<file path="src/rtl/lsu_ctrl.sv">
// rtl/lsu_ctrl.sv - load/store initiator with word-boundary split
// Purpose: drives a byte-enabled, word-addressed data memory on behalf of the
// pipeline memory stage. Misaligned accesses that spill into the next word are
// issued as two back-to-back word accesses.
// Ports:
//   clk, reset                  clock (rising edge), async active-high reset
//   req_valid/req_ready         request handshake (ready only in IDLE)
//   is_store, funct3            access kind and RV32I width/sign code
//   addr, store_data            byte address, right-justified store value
//   resp_valid/resp_err         one-cycle completion pulse, illegal-funct3 flag
//   load_data                   registered, extended load result
//   mem_we/mem_be/mem_a/mem_wd  memory write enable, lanes, word address, data
//   mem_rd                      combinational memory read data
module lsu_ctrl #(
    parameter int XLEN = 32
) (
    input  logic            clk,
    input  logic            reset,
    input  logic            req_valid,
    output logic            req_ready,
    input  logic            is_store,
    input  logic [2:0]      funct3,
    input  logic [XLEN-1:0] addr,
    input  logic [XLEN-1:0] store_data,
    output logic            resp_valid,
    output logic            resp_err,
    output logic [XLEN-1:0] load_data,
    output logic            mem_we,
    output logic [3:0]      mem_be,
    output logic [XLEN-1:0] mem_a,
    output logic [XLEN-1:0] mem_wd,
    input  logic [XLEN-1:0] mem_rd
);

    typedef enum logic {S_IDLE = 1'b0, S_SECOND = 1'b1} state_t;

    state_t      r_state;
    state_t      w_next_state;

    logic        r_resp_valid;
    logic        r_resp_err;
    logic [31:0] r_load_data;

    // Second-access context captured when a crossing access is accepted
    logic [31:0] r_addr2;
    logic [31:0] r_wd2;
    logic [31:0] r_buf0;
    logic [3:0]  r_be2;
    logic        r_we2;
    logic [1:0]  r_off;
    logic [2:0]  r_f3;

    logic        w_idle;
    logic        w_accept;
    logic        w_legal;
    logic        w_cross;
    logic        w_go;
    logic        w_done;
    logic [3:0]  w_base;
    logic [7:0]  w_m8;
    logic [63:0] w_sd64;
    logic [63:0] w_rd64;
    logic [1:0]  w_off_c;
    logic [2:0]  w_f3_c;
    logic        w_is_load_c;
    logic [31:0] w_raw;
    logic [31:0] w_done_data;

    assign w_idle    = (r_state == S_IDLE);
    assign req_ready = w_idle;
    assign w_accept  = req_valid && w_idle && !reset;

    always_comb begin
        w_legal = 1'b0;
        case (funct3)
            3'b000, 3'b001, 3'b010: w_legal = 1'b1;
            3'b100, 3'b101:         w_legal = !is_store;
            default:                w_legal = 1'b0;
        endcase
    end

    always_comb begin
        w_base = 4'b1111;
        case (funct3[1:0])
            2'b00:   w_base = 4'b0001;
            2'b01:   w_base = 4'b0011;
            default: w_base = 4'b1111;
        endcase
    end

    // Upper nibble of the shifted mask holds the lanes that fall in the next word
    assign w_m8    = {4'b0000, w_base} << addr[1:0];
    assign w_cross = |w_m8[7:4];
    assign w_sd64  = {32'h0, store_data} << {addr[1:0], 3'b000};
    assign w_go    = w_accept && w_legal;

    // FSM: state register
    always_ff @(posedge clk or posedge reset) begin
        if (reset) begin
            r_state <= S_IDLE;
        end else begin
            r_state <= w_next_state;
        end
    end

    // FSM: next state
    always_comb begin
        w_next_state = r_state;
        case (r_state)
            S_IDLE:   if (w_go && w_cross) w_next_state = S_SECOND;
            S_SECOND: w_next_state = S_IDLE;
            default:  w_next_state = S_IDLE;
        endcase
    end

    // FSM: memory-side outputs
    always_comb begin
        mem_we = 1'b0;
        mem_be = 4'b0000;
        mem_a  = 32'h0;
        mem_wd = 32'h0;
        if (r_state == S_SECOND) begin
            mem_we = r_we2;
            mem_be = r_be2;
            mem_a  = r_addr2;
            mem_wd = r_wd2;
        end else if (w_go) begin
            mem_we = is_store;
            mem_be = w_m8[3:0];
            mem_a  = {addr[31:2], 2'b00};
            mem_wd = w_sd64[31:0];
        end
    end

    // A response is produced on the edge that ends the last (or only) access
    assign w_done = (r_state == S_SECOND) || (w_accept && !(w_legal && w_cross));

    // Non-crossing loads see a zero upper word, so one shifter serves both paths
    assign w_rd64      = (r_state == S_SECOND) ? {mem_rd, r_buf0} : {32'h0, mem_rd};
    assign w_off_c     = (r_state == S_SECOND) ? r_off : addr[1:0];
    assign w_f3_c      = (r_state == S_SECOND) ? r_f3 : funct3;
    assign w_is_load_c = (r_state == S_SECOND) ? !r_we2 : (w_legal && !is_store);
    assign w_raw       = 32'(w_rd64 >> {w_off_c, 3'b000});

    always_comb begin
        w_done_data = 32'h0;
        if (w_is_load_c) begin
            case (w_f3_c)
                3'b000:  w_done_data = {{24{w_raw[7]}}, w_raw[7:0]};
                3'b001:  w_done_data = {{16{w_raw[15]}}, w_raw[15:0]};
                3'b100:  w_done_data = {24'h0, w_raw[7:0]};
                3'b101:  w_done_data = {16'h0, w_raw[15:0]};
                default: w_done_data = w_raw;
            endcase
        end
    end

    always_ff @(posedge clk or posedge reset) begin
        if (reset) begin
            r_resp_valid <= 1'b0;
            r_resp_err   <= 1'b0;
            r_load_data  <= 32'h0;
            r_addr2      <= 32'h0;
            r_wd2        <= 32'h0;
            r_buf0       <= 32'h0;
            r_be2        <= 4'b0000;
            r_we2        <= 1'b0;
            r_off        <= 2'b00;
            r_f3         <= 3'b000;
        end else begin
            r_resp_valid <= w_done;
            r_resp_err   <= w_accept && !w_legal;
            if (w_done) begin
                r_load_data <= w_done_data;
            end
            if (w_go && w_cross) begin
                r_addr2 <= {addr[31:2], 2'b00} + 32'd4;
                r_wd2   <= w_sd64[63:32];
                r_be2   <= w_m8[7:4];
                r_we2   <= is_store;
                r_off   <= addr[1:0];
                r_f3    <= funct3;
                r_buf0  <= mem_rd;
            end
        end
    end

    assign resp_valid = r_resp_valid;
    assign resp_err   = r_resp_err;
    assign load_data  = r_load_data;

endmodule

</file>
<file path="config.mk">
export PLATFORM = sky130hd
export DESIGN_NAME = lsu_ctrl
export DESIGN_NICKNAME = d
export VERILOG_FILES = /design/src/rtl/lsu_ctrl.sv
export SDC_FILE = /design/constraint.sdc
export NUM_CORES = 1
export LEC_CHECK = 0
export ABC_AREA = 1
export CORE_MARGIN = 1.5
export CORE_UTILIZATION = 52
export CTS_BUF_LIST = sky130_fd_sc_hd__clkbuf_2 sky130_fd_sc_hd__clkbuf_4 sky130_fd_sc_hd__clkbuf_8
export CTS_CLUSTER_DIAMETER = 30
export DETAILED_ROUTE_END_ITERATION = 10
export PLACE_DENSITY = 0.82
export SYNTH_ARGS = -nofsm -noshare
export SYNTH_HDL_FRONTEND = slang
export SYNTH_SLANG_ARGS = --single-unit
</file>
<file path="constraint.sdc">
create_clock -name clk -period 7.3 [get_ports clk]
set_input_delay 1.46 -clock clk [delete_from_list [all_inputs] [get_ports clk]]
set_output_delay 1.46 -clock clk [all_outputs]
set_load 0.01 [all_outputs]
</file>
# After elaboration in Yosys (flattened, before gate mapping)
# Index checks and enable logic that the tools add are counted.
# classes
addsub	1
eq_ne	8
shifts	3
n_mux	18
n_bitwise	1
n_reduce_logical	20
# op_table
cell	count
32-bit 2-to-1 mux	5
32-bit one-hot mux with 4 select lines	1
64-bit 2-to-1 mux	1
32-bit by 5-bit left shift with 64-bit output	1
64-bit by 5-bit right shift with 32-bit output	1
32-bit by 3-bit adder with 32-bit output (second input constant)	1
3-bit equality test (second input constant)	4
1-bit logical AND	8
4-bit 2-to-1 mux	2
4-bit one-hot mux with 2 select lines	1
4-bit by 2-bit left shift with 8-bit output	1
3-bit by 1-bit equality test with 1-bit output (second input constant)	2
3-bit logical NOT	2
1-bit logical NOT	5
1-bit 2-to-1 mux	4
1-bit one-hot mux with 2 select lines	2
4-bit OR reduction	1
3-bit by 2-bit equality test with 1-bit output (second input constant)	1
3-bit 2-to-1 mux	1
3-bit OR reduction	1
2-bit by 1-bit equality test with 1-bit output (second input constant)	1
2-bit logical NOT	1
2-bit 2-to-1 mux	1
2-bit OR reduction	1
2 further kinds	2
# word_totals
regBits	141
in_bits	103
out_inout_bits	104
elab_cells	62

# Logic depth before layout (Yosys ltp)
# depth
ltp_word	8
depth_mapped	14
depth_no_buf	11

# Worst setup path before layout
# Ideal clock, no wire load.
# synth_path
path_kind	input to output
start	input port reset
end	output port mem_wd[16]
arrival_time_ns	5.631
t_required_ns	5.840
slack_ns	0.209
cell_stages	6
path_buffers	1
path_cell_list	inv_1 -> nand3_1 -> inv_1 -> nand2_1 -> clkbuf_1 -> o32ai_1
# synth_via
elab_chain_len	5
# synth_lines
item	line_no	rtl
from (decl)	18	input logic reset,
1-bit logical NOT (no line)	n/a	
1-bit logical AND	71	assign w_accept = req_valid && w_idle && !reset;
1-bit logical AND	95	assign w_go = w_accept && w_legal;
32-bit 2-to-1 mux	127	end else if (w_go) begin
32-bit 2-to-1 mux	122	if (r_state == S_SECOND) begin
to (decl)	31	output logic [XLEN-1:0] mem_wd,
# Every way passes these cells.

# Final worst setup path
# layout_path
start	input port reset
end	output port mem_wd[5]
# The elaborated chain is that of the path after synthesis.

==> flow_summary.ini <==
[outcome]
status = finished clean

[worst_setup_path]
r2r_start = r_state
critical_path_arrival_ns = 4.44
r2r_slack_ns = 3.80
reg2regPathDepth = 6
worstPathMaxFanout = 36
critPathLaunchType = input port
crit_type = in -> out
end_kind = output pin
worstPathRequired_ns = 5.84
r2r_end = r_buf0[30]

[cts]
cts-root-buf = clkbuf_8
cts_tree = done
cts.sinks = 130
worstSkewPairLatency_ns = 0.47
clockBufferDepth = 2
cts_resized = 0
cts_hold_buf = 0
cts-htree-levels = 4
numCtsBuffers = 17
cts_setup_buffers = 0
clk_pin_slew_ns = 0.08

[floorplanning]
die_x_um = 132.5
start_util = 0.5299
rows = 47
fp.dieH_um = 132.5
core_um2 = 16470
dieArea_um2 = 17570
ios = 207

[timing]
finalHoldViolCount = 0
tightest_slew_ns = 1.194
slew_headroom = 0.2028
finalMaxSlewViolations = 0
fmax_mhz = 169.5
period_share = 0.8080
setup_viol = 0
hold_slack_ns = 0.4595
rsz0062_at_grt = no
fin_skew_ns = 0.01735
setup_tns_ns = 0
fin_crit_ns = 5.898

[drt]
top_layer = met4
drt_wl_total_mm = 27.89
via_per_inst = 5.447
wl_met1_mm = 11.96
antenna_left = 0
wl_met2_mm = 13.03
route.met3.wl_mm = 1.907
route.detailed.drc = 0
drt_iter0_markers = 777
dr.pass1.iters = 5
routedWlPerCell_um = 16.04
vias = 9473

[logic_synthesis]
yosys_warnings = 0
synth_area_leaders = dfrtp_1, nand2_1, inv_1, o21ai_0, nand3_1
synth_cells = 1351
synth.top_cell.area_share = 0.3728
synth.avg_cell_area_um2 = 6.459
synth.distinct_cells = 34
syn_area_um2 = 8726
ys_seq_area_frac = 0.3728
ys_ff_latch = 130
synth_area_leader_cell = dfrtp_1

[layout]
design_area_um2 = 11150
antenna-diode-count = 0
layout-drive-gt1-share = 0.04674
layout_commonest_cell = nand2_1
num-nets-final = 1610
most-common-layout-cells = nand2_1, clkdlybuf4s50_1, inv_1
area_growth_pct = 27.75

[grt]
overflow = 0
grt_max_degree = 108
grt_use_total = 0.3238
grt_pass1_wl_mm = 45.22
grt_pass1_vias = 9010
antenna_found_initial = 0

[job]
drv_cap = 0

[place]
place.gp.congestion = 0.9337
place_area_um2 = 10700
post-dp-hpwl_mm = 19.91
io_buffers = 204

[hold_path]
min_path_cells = 2
hold-path-endpoint = r_be2[0]
hold_start = r_be2[0]
min_path_type = reg -> reg

[pwr]
power.density_nw_per_um2 = 202.8
power.total_mw = 2.261
p_leak_nw = 5.397
ir_drop_mv = 0.1136
## flip-flops by register name (all words and copies together) (netlist names)
name        count
load_data      32
r_buf0         32
r_addr2        30
r_wd2          24
r_be2           3
r_f3            3
r_off           2
r_state         1
r_we2           1
resp_err        1
resp_valid      1
## critical path, cell delays in order
cell and delay [ns]:
clkdlybuf4s50_1 0.44, inv_4 0.35, nand3_1 0.24, inv_1 0.16
nand2_1 0.08, inv_1 0.34, nand3_1 0.48, o22ai_1 0.28
clkdlybuf4s50_1 0.58
## stage by stage
step	std cells	utilization	worst slack, ns
finish	1739	0.6770	1.402
floorplan	1352	-	0.2089
global route	1739	0.6770	1.080
detailed placement	1707	0.6499	1.393
CTS	1739	0.6770	1.389
global placement	1707	0.6499	1.517
## worst max-delay path by stage
stage / from / cells after the start / to / slack (ns)
finish: reset / 9 / mem_wd[5] / 1.40
global route: reset / 9 / mem_wd[3] / 1.08
CTS: reset / 9 / mem_wd[7] / 1.39
detailed placement: reset / 9 / mem_wd[5] / 1.39
global placement: reset / 9 / mem_wd[6] / 1.52
floorplan: reset / 6 / mem_wd[16] / 0.21
## cell usage after synthesis, drive strengths merged
cell type and number:
a21oi 20, buf 52, clkbuf 27, clkinv 1
conb 1, dfrtp 130, ha 1, inv 170
nand2 476, nand3 101, nand4 9, nor2 95
nor3 12, o211ai 9, o21a 10, o21ai 170
o22ai 50, o32ai 8, or2 4, xor2 5
## final cells by class
type                    instances  area, µm²
clock buffers                  22      290.3
clock inverters                10      155.1
fillers                      1517       5319
inverters                     171      646.9
multi-input cells             972       4413
flip-flops and latches        130       3254
well taps                     220      275.3
repair buffers                214       2112
## logic make-up (layout without fill, tap and decap cells)
| family | Yosys count | after routing | share of synthesized area |
|---|---|---|---|
| xor+xnor | 5 | 5 | 0.005018 |
| compound gates | 267 | 267 | 0.1696 |
| flops | 130 | 130 | 0.3728 |
| simple gates | 697 | 697 | 0.3281 |
| other cells | 1 | 2 | 0.0004298 |
| fa+ha+maj | 1 | 1 | 0.001434 |
| buf+inv | 250 | 417 | 0.1226 |
## routing by layer
metal	GRT usage	up-vias
li1	-	4626
met1	0.4248	4378
met2	0.5215	403
met3	0.06015	66
met4	0.1508	0
met5	0	-
## where the power goes
part | leakage (nW) | switching (mW) | internal, mW
Sequential | 1.65 | 0.0736 | 0.878
Clock | 0.225 | 0.298 | 0.405
Combinational | 3.52 | 0.349 | 0.257
No activity file was read; power rests on OpenSTA's default activity.
